[config.mk]
export PLATFORM = sky130hd
export DESIGN_NAME = route_table_engine
export DESIGN_NICKNAME = d
export VERILOG_FILES = /design/src/rtl/route_table_engine.sv
export SDC_FILE = /design/constraint.sdc
export NUM_CORES = 1
export LEC_CHECK = 0
export ABC_AREA = 0
export BUFFER_PORTS_ARGS = -buffer_cell sky130_fd_sc_hd__buf_4
export CORE_UTILIZATION = 25
export DETAILED_ROUTE_END_ITERATION = 7
export HOLD_SLACK_MARGIN = 0.08
export SETUP_SLACK_MARGIN = 0.05
export SYNTH_ARGS = -nofsm -noshare
export SYNTH_HDL_FRONTEND = slang
export SYNTH_SLANG_ARGS = --single-unit
[constraint.sdc]
create_clock -name clk -period 4.7 [get_ports clk]
set_input_delay 0.235 -clock clk [delete_from_list [all_inputs] [get_ports clk]]
set_output_delay 0.235 -clock clk [all_outputs]
set_load 0.03 [all_outputs]
[src/rtl/route_table_engine.sv]
// Serialized route computation: one head flit at a time, chosen round-robin, matched against
// a runtime-writable route LUT walked one entry per cycle. Allocations hold until route_done.
module route_table_engine #(
    parameter int unsigned NODE           = 1,
    parameter int unsigned NUM_BUFFERS    = 4,
    parameter int unsigned NUM_OUTPORTS   = 4,
    parameter int unsigned LUT_ENTRIES    = 16,
    parameter int unsigned NODE_W         = 5,
    parameter logic [3:0]  FMT_SWITCH_CFG = 4'd3,
    localparam int unsigned SEL_W = $clog2(NUM_OUTPORTS) + ((NUM_OUTPORTS == 1) ? 1 : 0),
    localparam int unsigned AW    = $clog2(LUT_ENTRIES)
) (
    input  logic                                clk,
    input  logic                                n_rst,
    input  logic [NUM_BUFFERS-1:0]              head_valid,
    input  logic [NUM_BUFFERS-1:0][NODE_W-1:0]  head_req,
    input  logic [NUM_BUFFERS-1:0][NODE_W-1:0]  head_dest,
    input  logic [NUM_BUFFERS-1:0][3:0]         head_fmt,
    input  logic [NUM_BUFFERS-1:0]              route_done,
    input  logic                                lut_we,
    input  logic [AW-1:0]                       lut_addr,
    input  logic                                lut_wvalid,
    input  logic [NODE_W-1:0]                   lut_wreq,
    input  logic [NODE_W-1:0]                   lut_wdest,
    input  logic [SEL_W-1:0]                    lut_wsel,
    output logic [NUM_BUFFERS-1:0]              allocate,
    output logic [NUM_BUFFERS-1:0][SEL_W-1:0]   out_sel,
    output logic [NUM_BUFFERS-1:0]              cfg_consume,
    output logic [NUM_BUFFERS-1:0]              route_miss,
    output logic                                busy
);

    localparam int unsigned BW = $clog2(NUM_BUFFERS) + ((NUM_BUFFERS == 1) ? 1 : 0);
    localparam logic [NODE_W-1:0] NODE_ID  = NODE_W'(NODE);
    localparam logic [AW-1:0]     LUT_LAST = AW'(LUT_ENTRIES - 1);
    localparam logic [BW-1:0]     BUF_LAST = BW'(NUM_BUFFERS - 1);

    typedef enum logic {StIdle, StSearch} state_t;

    state_t                                state_q;
    logic [BW-1:0]                         idx_q;
    logic [BW-1:0]                         rr_ptr_q;
    logic [NODE_W-1:0]                     req_q;
    logic [NODE_W-1:0]                     dest_q;
    logic [3:0]                            fmt_q;
    logic [AW-1:0]                         lut_ptr_q;
    logic [NUM_BUFFERS-1:0]                miss_hold_q;
    logic [LUT_ENTRIES-1:0]                lut_valid_q;
    logic [LUT_ENTRIES-1:0][NODE_W-1:0]    lut_req_q;
    logic [LUT_ENTRIES-1:0][NODE_W-1:0]    lut_dest_q;
    logic [LUT_ENTRIES-1:0][SEL_W-1:0]     lut_sel_q;

    logic [NUM_BUFFERS-1:0] eligible;
    logic                   pick_found;
    logic [BW-1:0]          pick_idx;
    logic [BW-1:0]          cand_idx;
    int unsigned            cand;
    logic [BW-1:0]          next_rr;
    logic                   is_local;
    logic                   is_cfg;
    logic                   lut_hit;

    assign eligible = head_valid & ~allocate & ~miss_hold_q;
    assign busy     = (state_q == StSearch);
    assign is_local = (dest_q == NODE_ID);
    assign is_cfg   = is_local && (fmt_q == FMT_SWITCH_CFG);
    assign lut_hit  = lut_valid_q[lut_ptr_q] && (lut_req_q[lut_ptr_q] == req_q)
                      && (lut_dest_q[lut_ptr_q] == dest_q);
    assign next_rr  = (idx_q == BUF_LAST) ? '0 : idx_q + BW'(1);

    // First eligible buffer scanning upward (with wrap) from rr_ptr.
    always_comb begin
        pick_found = 1'b0;
        pick_idx   = '0;
        cand       = 0;
        cand_idx   = '0;
        for (int unsigned i = 0; i < NUM_BUFFERS; i++) begin
            cand     = (32'(rr_ptr_q) + i) % NUM_BUFFERS;
            cand_idx = BW'(cand);
            if (!pick_found && eligible[cand_idx]) begin
                pick_found = 1'b1;
                pick_idx   = cand_idx;
            end
        end
    end

    always_ff @(posedge clk or negedge n_rst) begin
        if (!n_rst) begin
            state_q     <= StIdle;
            idx_q       <= '0;
            rr_ptr_q    <= '0;
            req_q       <= '0;
            dest_q      <= '0;
            fmt_q       <= '0;
            lut_ptr_q   <= '0;
            miss_hold_q <= '0;
            lut_valid_q <= '0;
            lut_req_q   <= '0;
            lut_dest_q  <= '0;
            lut_sel_q   <= '0;
            allocate    <= '0;
            out_sel     <= '0;
            cfg_consume <= '0;
            route_miss  <= '0;
        end else begin
            cfg_consume <= '0;
            route_miss  <= '0;
            allocate    <= allocate & ~route_done;
            miss_hold_q <= miss_hold_q & head_valid;

            if (lut_we) begin
                lut_valid_q[lut_addr] <= lut_wvalid;
                lut_req_q[lut_addr]   <= lut_wreq;
                lut_dest_q[lut_addr]  <= lut_wdest;
                lut_sel_q[lut_addr]   <= lut_wsel;
            end

            case (state_q)
                StIdle: begin
                    if (pick_found) begin
                        idx_q     <= pick_idx;
                        req_q     <= head_req[pick_idx];
                        dest_q    <= head_dest[pick_idx];
                        fmt_q     <= head_fmt[pick_idx];
                        lut_ptr_q <= '0;
                        state_q   <= StSearch;
                    end
                end
                StSearch: begin
                    // Rules are strictly prioritised; a dropped head abandons without side effects.
                    if (!head_valid[idx_q]) begin
                        state_q <= StIdle;
                    end else if (is_cfg) begin
                        cfg_consume[idx_q] <= 1'b1;
                        rr_ptr_q           <= next_rr;
                        state_q            <= StIdle;
                    end else if (is_local) begin
                        out_sel[idx_q]  <= '0;
                        allocate[idx_q] <= 1'b1;
                        rr_ptr_q        <= next_rr;
                        state_q         <= StIdle;
                    end else if (lut_hit) begin
                        out_sel[idx_q]  <= lut_sel_q[lut_ptr_q];
                        allocate[idx_q] <= 1'b1;
                        rr_ptr_q        <= next_rr;
                        state_q         <= StIdle;
                    end else if (lut_ptr_q == LUT_LAST) begin
                        route_miss[idx_q]  <= 1'b1;
                        miss_hold_q[idx_q] <= 1'b1;
                        rr_ptr_q           <= next_rr;
                        state_q            <= StIdle;
                    end else begin
                        lut_ptr_q <= lut_ptr_q + AW'(1);
                    end
                end
                default: state_q <= StIdle;
            endcase
        end
    end

endmodule

# Word level (Yosys, flattened, before mapping)
# Cells that the tools add are included.
[op_classes]
muxes = 88
bitwise_logic = 13
n_addsub = 5
order_cmp = 10
mul = 0
eq_ne = 12
n_reduce_logical = 17
div_mod_pow = 0
shifts = 0
[ops]
columns = ["operator", "n"]
rows = [
  ["$bwmux W80", 2],
  ["$mux W4", 27],
  ["$bmux W5 S4", 2],
  ["$bwmux W32", 1],
  ["$mux W5", 5],
  ["$mux W2", 12],
  ["$bmux W5 S2", 2],
  ["$demux W5 S4", 1],
  ["$lt A2 B3 Y1 const B", 6],
  ["$mux W1", 18],
  ["$and A4 B4 Y4", 4],
  ["$bwmux W16", 1],
  ["$mux W8", 2],
  ["$not A4 Y4", 3],
  ["$bmux W1 S2", 5],
  ["$eq A5 B5 Y1", 2],
  ["$lt A4 B5 Y1 const B", 2],
  ["$ne A2 B2 Y1 const B", 5],
  ["$and A8 B8 Y8", 1],
  ["$bmux W2 S4", 1],
  ["$bmux W4 S2", 1],
  ["$bwmux W8", 1],
  ["$demux W2 S4", 1],
  ["$logic_and A1 B1 Y1", 8],
  ["26 further kinds", 32],
]
[totals]
rom_bits = 0
memories = 0
latch_bits = 0
ff_bits = 255
ram_bits = 0
inputBits = 84

# Depth between registers and ports, before layout
[depth]
depth_word = 17
mapped_depth = 12
depth_no_buf = 8

# Worst setup path before layout
# OpenSTA, ideal clock, no wires.
[synth_path]
kind = "register -> register"
startpoint = "reg lut_ptr_q[0]"
endpoint = "reg out_sel[0] in the netlist's numbering"
t_arrival_ns = 3.001
setup_ns = 0.126
slack_ns = 1.573
stages_incl_launch_ff = 12
cell_sequence = "dfrtp_1 buf_6 buf_4 mux4_2 mux2i_1 xor2_1 nor2_1 a2111oi_0 and4b_1 o2111ai_1 clkbuf_1 a221o_1"
[synth_between]
elab_chain_len = 7
word_cells_on_any_way = 17
[synth_lines]
columns = ["element", "line_no", "text"]
rows = [
  ["start, declared", "46", "logic [AW-1:0] lut_ptr_q;"],
  ["start signal, assigned", "153", "lut_ptr_q <= lut_ptr_q + AW'(1);"],
  ["$bmux W5 S4", "67", "assign lut_hit = lut_valid_q[lut_ptr_q] && (lut_req_q[lut_ptr_q] == req_q)"],
  ["$mux W5 (not written as such)", "67", ""],
  ["$eq A5 B5 Y1", "67", ""],
  ["$logic_and A1 B1 Y1", "67", ""],
  ["$logic_and A1 B1 Y1", "68", "&& (lut_dest_q[lut_ptr_q] == dest_q);"],
  ["$reduce_bool A2 Y1 (no source line)", "--", ""],
  ["$reduce_and A4 Y1 (no source line)", "--", ""],
  ["end signal, assigned by index", "143", "out_sel[idx_q] <= lut_sel_q[lut_ptr_q];"],
  ["end, declared", "27", "output logic [NUM_BUFFERS-1:0][SEL_W-1:0] out_sel,"],
]
# Parallel ways exist; a longest one is shown, timed or not. The select of a mux whose other input is x is not followed.
# A chain may end at the register's enable or synchronous reset.

# Final worst setup path
[layout_path]
startpoint = "reg lut_ptr_q[1]"
endpoint = "reg out_sel[2] in the netlist's numbering"
# Same word-level chain as after synthesis.

==> impl_results.md <==
* Asr flop ratio synth at 1.00
* CTS tree: yes
* I/O pin cnt at 105
* Area of the mapped netlist at 0.0126 mm2
* Vias in the first global route at 8409
* Tcrit/Tclk final at 0.817
* Drt via density at 4.71
* RSZ-0062 raised after global routing: no
* Ys Warns at 0
* Die ar. at 0.0511 mm2
* Multi-input gate area at 0.00585 mm2
* Clock Tree Root: clkbuf_16
* Horiz. Die Dim at 226 um
* Critical Path RT at 5.12 ns
* WL/cell at 18.6 um
* Setup TNS at 0 ns
* Syn avg cell area at 13.8 um2
* Pins Over Slew Limit at 0
* Total Routing Usage GR at 0.126
* Worst reg2reg path depth at 10
* Hold crit path type: input pin to flip-flop
* Worst VDD drop at 0.177 mV
* Final setup vio count at 0
* Global-route wire length before repair at 50000 um
* Post-synthesis cell count at 913
* DRC at 0
* Final hold violations at 0
* Hpwl dp at 21600 um
* Number of synthesized flops with an enable pin at 0
* Clk_skew at 0.0131 ns
* Worst-path maximum fanout at 22
* Worst-margin pin slew at 1.02 ns
* Top cell type's share of synthesized area at 0.508
* Die H at 226 um
* FILL cells at 4909
* Largest area contributor in the netlist: dfrtp_1
* Gr ovfl total at 0
* Min Clock Period, post-route at 3.84 ns
* Min-Delay Path Depth at 2
* DRT iter0 DRCs at 465
* IO Port Bufs at 104
* LEAKAGE at 6.39 nW
* Initial Util at 0.255
* Run status: finished clean
* Register bit total from synthesis at 255
* Most frequent cell after synthesis: dfrtp_1
* WL final at 31900 um
* H-tree Lvls at 1
* Synth Flop Type: dfrtp_1
* Sequential area share after synthesis at 0.508
* CTS sink count at 255
* Rows at 81
* Number of diodes at 0
* Crit path kind: flip-flop to flip-flop
* CTS buffer count at 28
* Share of layout cells above drive strength 1 at 0.439
* Area Overhead vs Synth at 21.7%
* Largest cells by area after synthesis: dfrtp_1, mux2_2, mux4_2, mux2i_1, clkbuf_1
* Longest Clk Path Bufs at 3
* Kind of end point of the critical path: flip-flop
* Initial antenna violation count at 0
* Register area at 0.00639 mm2
* Gpl congestion at 0.859
* Mapped Nets at 1002
* Slew HR at 0.319
* DRT Pass-1 Iters at 5
* Post-synth cell types at 66
* Synth top cells by count: dfrtp_1, mux2_2, mux2i_1
* Post_cts resized at 0
* Setup crit start kind: flip-flop
* Final ANT Viol Nets at 0
* Post-CTS Setup Inserts at 0
* Power Density at 520 mW/mm2
* Overall power at 7.95 mW
* Clock-pin slew on the worst setup and hold paths at 0.06 ns
* Data arrival time of the critical path at 4.26 ns
* Fin nets at 1113
* Core ar. at 0.0493 mm2
* DR vias at 8050
* Clk Latency, worst-skew pair at 0.54 ns
* Max Fclk at 260 MHz
* R2R setup slack at 0.86 ns
* Max cap viols at 0
* Largest net degree at the start of global routing at 108
==> metal layers <==
layer | routed length, um | vias to the layer above | track usage | share of wire
met1 | 14200 | 4154 | 0.170 | 0.45
met3 | 2040 | 42 | 0.0217 | 0.064
met2 | 15000 | 230 | 0.208 | 0.47
li1 | - | 3624 | - | -
met4 | 605 | 0 | 0.0305 | 0.019
met5 | 0 | - | 0 | 0
==> worst paths after layout <==
check                          startpoint             end
min reg2reg                miss_hold_q[3]  miss_hold_q[3]
max                          lut_ptr_q[1]      out_sel[2]
min in group asynchronous           n_rst  lut_dest_q[51]
max reg2reg                  lut_ptr_q[1]      out_sel[2]
min                           lut_wreq[2]   lut_req_q[62]
max in group asynchronous           n_rst  lut_dest_q[15]
==> worst max-delay path: stages (launching register included) <==
cell	delay [ns]
dfrtp_2	0.80
buf_4	0.43
mux2i_1	0.27
nor3b_1	0.21
o211a_1	0.16
nor2_1	0.06
a2111oi_0	0.65
and4b_1	0.41
o2111ai_1	0.13
buf_4	0.23
a221o_1	0.36
==> cell usage in the layout, fill, tap and decap left out, types with 4 or more instances in the layout <==
cell             n
clkbuf_16       29
nor2_1          24
nand2_1         21
nor3b_1          5
a22oi_1          7
clkbuf_1         5
mux2i_1         72
and3_1           7
mux4_2          43
bufinv_16        4
nand3_1         11
nand3b_1         6
buf_4          126
ha_1             5
dlygate4sd3_1   19
a221o_1         10
o21ai_0          8
a32o_1           4
clkbuf_8         6
mux2_2         226
nand2b_1        11
nor2b_1         16
a21oi_1          4
xor2_1           6
inv_1           17
dfrtp_1        253
clkinv_2         8
o22ai_1          4
nor3_1          11
a221oi_1         5
xnor2_1          8
==> flip-flops by register name (all words and copies together), names as in the netlist <==
| register | cells |
|---|---|
| dest_q | 5 |
| busy | 1 |
| idx_q | 2 |
| lut_valid_q | 16 |
| cfg_consume | 4 |
| lut_req_q | 80 |
| req_q | 5 |
| lut_dest_q | 80 |
| out_sel | 8 |
| fmt_q | 4 |
| allocate | 4 |
| rr_ptr_q | 2 |
| miss_hold_q | 4 |
| lut_sel_q | 32 |
| route_miss | 4 |
| lut_ptr_q | 4 |
==> power breakdown <==
part	internal [mW]	switching [mW]	leakage [nW]	total, mW
registers	2.71	0.441	3.12	3.15
logic	1.35	1.12	2.78	2.47
clock network	1.44	0.886	0.494	2.32
total	5.50	2.45	6.39	7.95
==> area by class of cell <==
cell class | instances | share of cell area
Sequential cell | 255 | 0.418
Timing Repair Buffer | 147 | 0.0766
Multi-Input combinational cell | 575 | 0.383
Clock inverter | 12 | 0.0105
Inverter | 17 | 0.00417
Clock buffer | 40 | 0.0541
Tap cell | 664 | 0.0543
==> stage by stage <==
stage	hold slack (ns)	utilization	cells	cell area, um2	setup WS (ns)
floorplan	-0.0606	-	913	12600	1.57
global placement	0.337	0.286	1639	14100	0.960
detailed placement	0.347	0.286	1639	14100	0.915
CTS	0.0815	0.310	1710	15300	0.892
global route	0.109	0.310	1710	15300	0.647
finish	0.102	0.310	1710	15300	0.859
==> cell families after synthesis <==
| kind of cell | share of synthesized area |
|---|---|
| compound gates | 0.0453 |
| xor+xnor | 0.00976 |
| fa+ha+maj | 0.00498 |
| buf+inv | 0.0284 |
| flops | 0.508 |
| mux | 0.339 |
| simple gates | 0.0646 |
==> timing repair <==
| item | in CTS | in global routing |
|---|---|---|
| hold buffers | 19 | 0 |
| setup endpoints to repair | 0 | 0 |
| hold endpoints to repair | 257 | 0 |
Power figures use the tool's default switching activity.
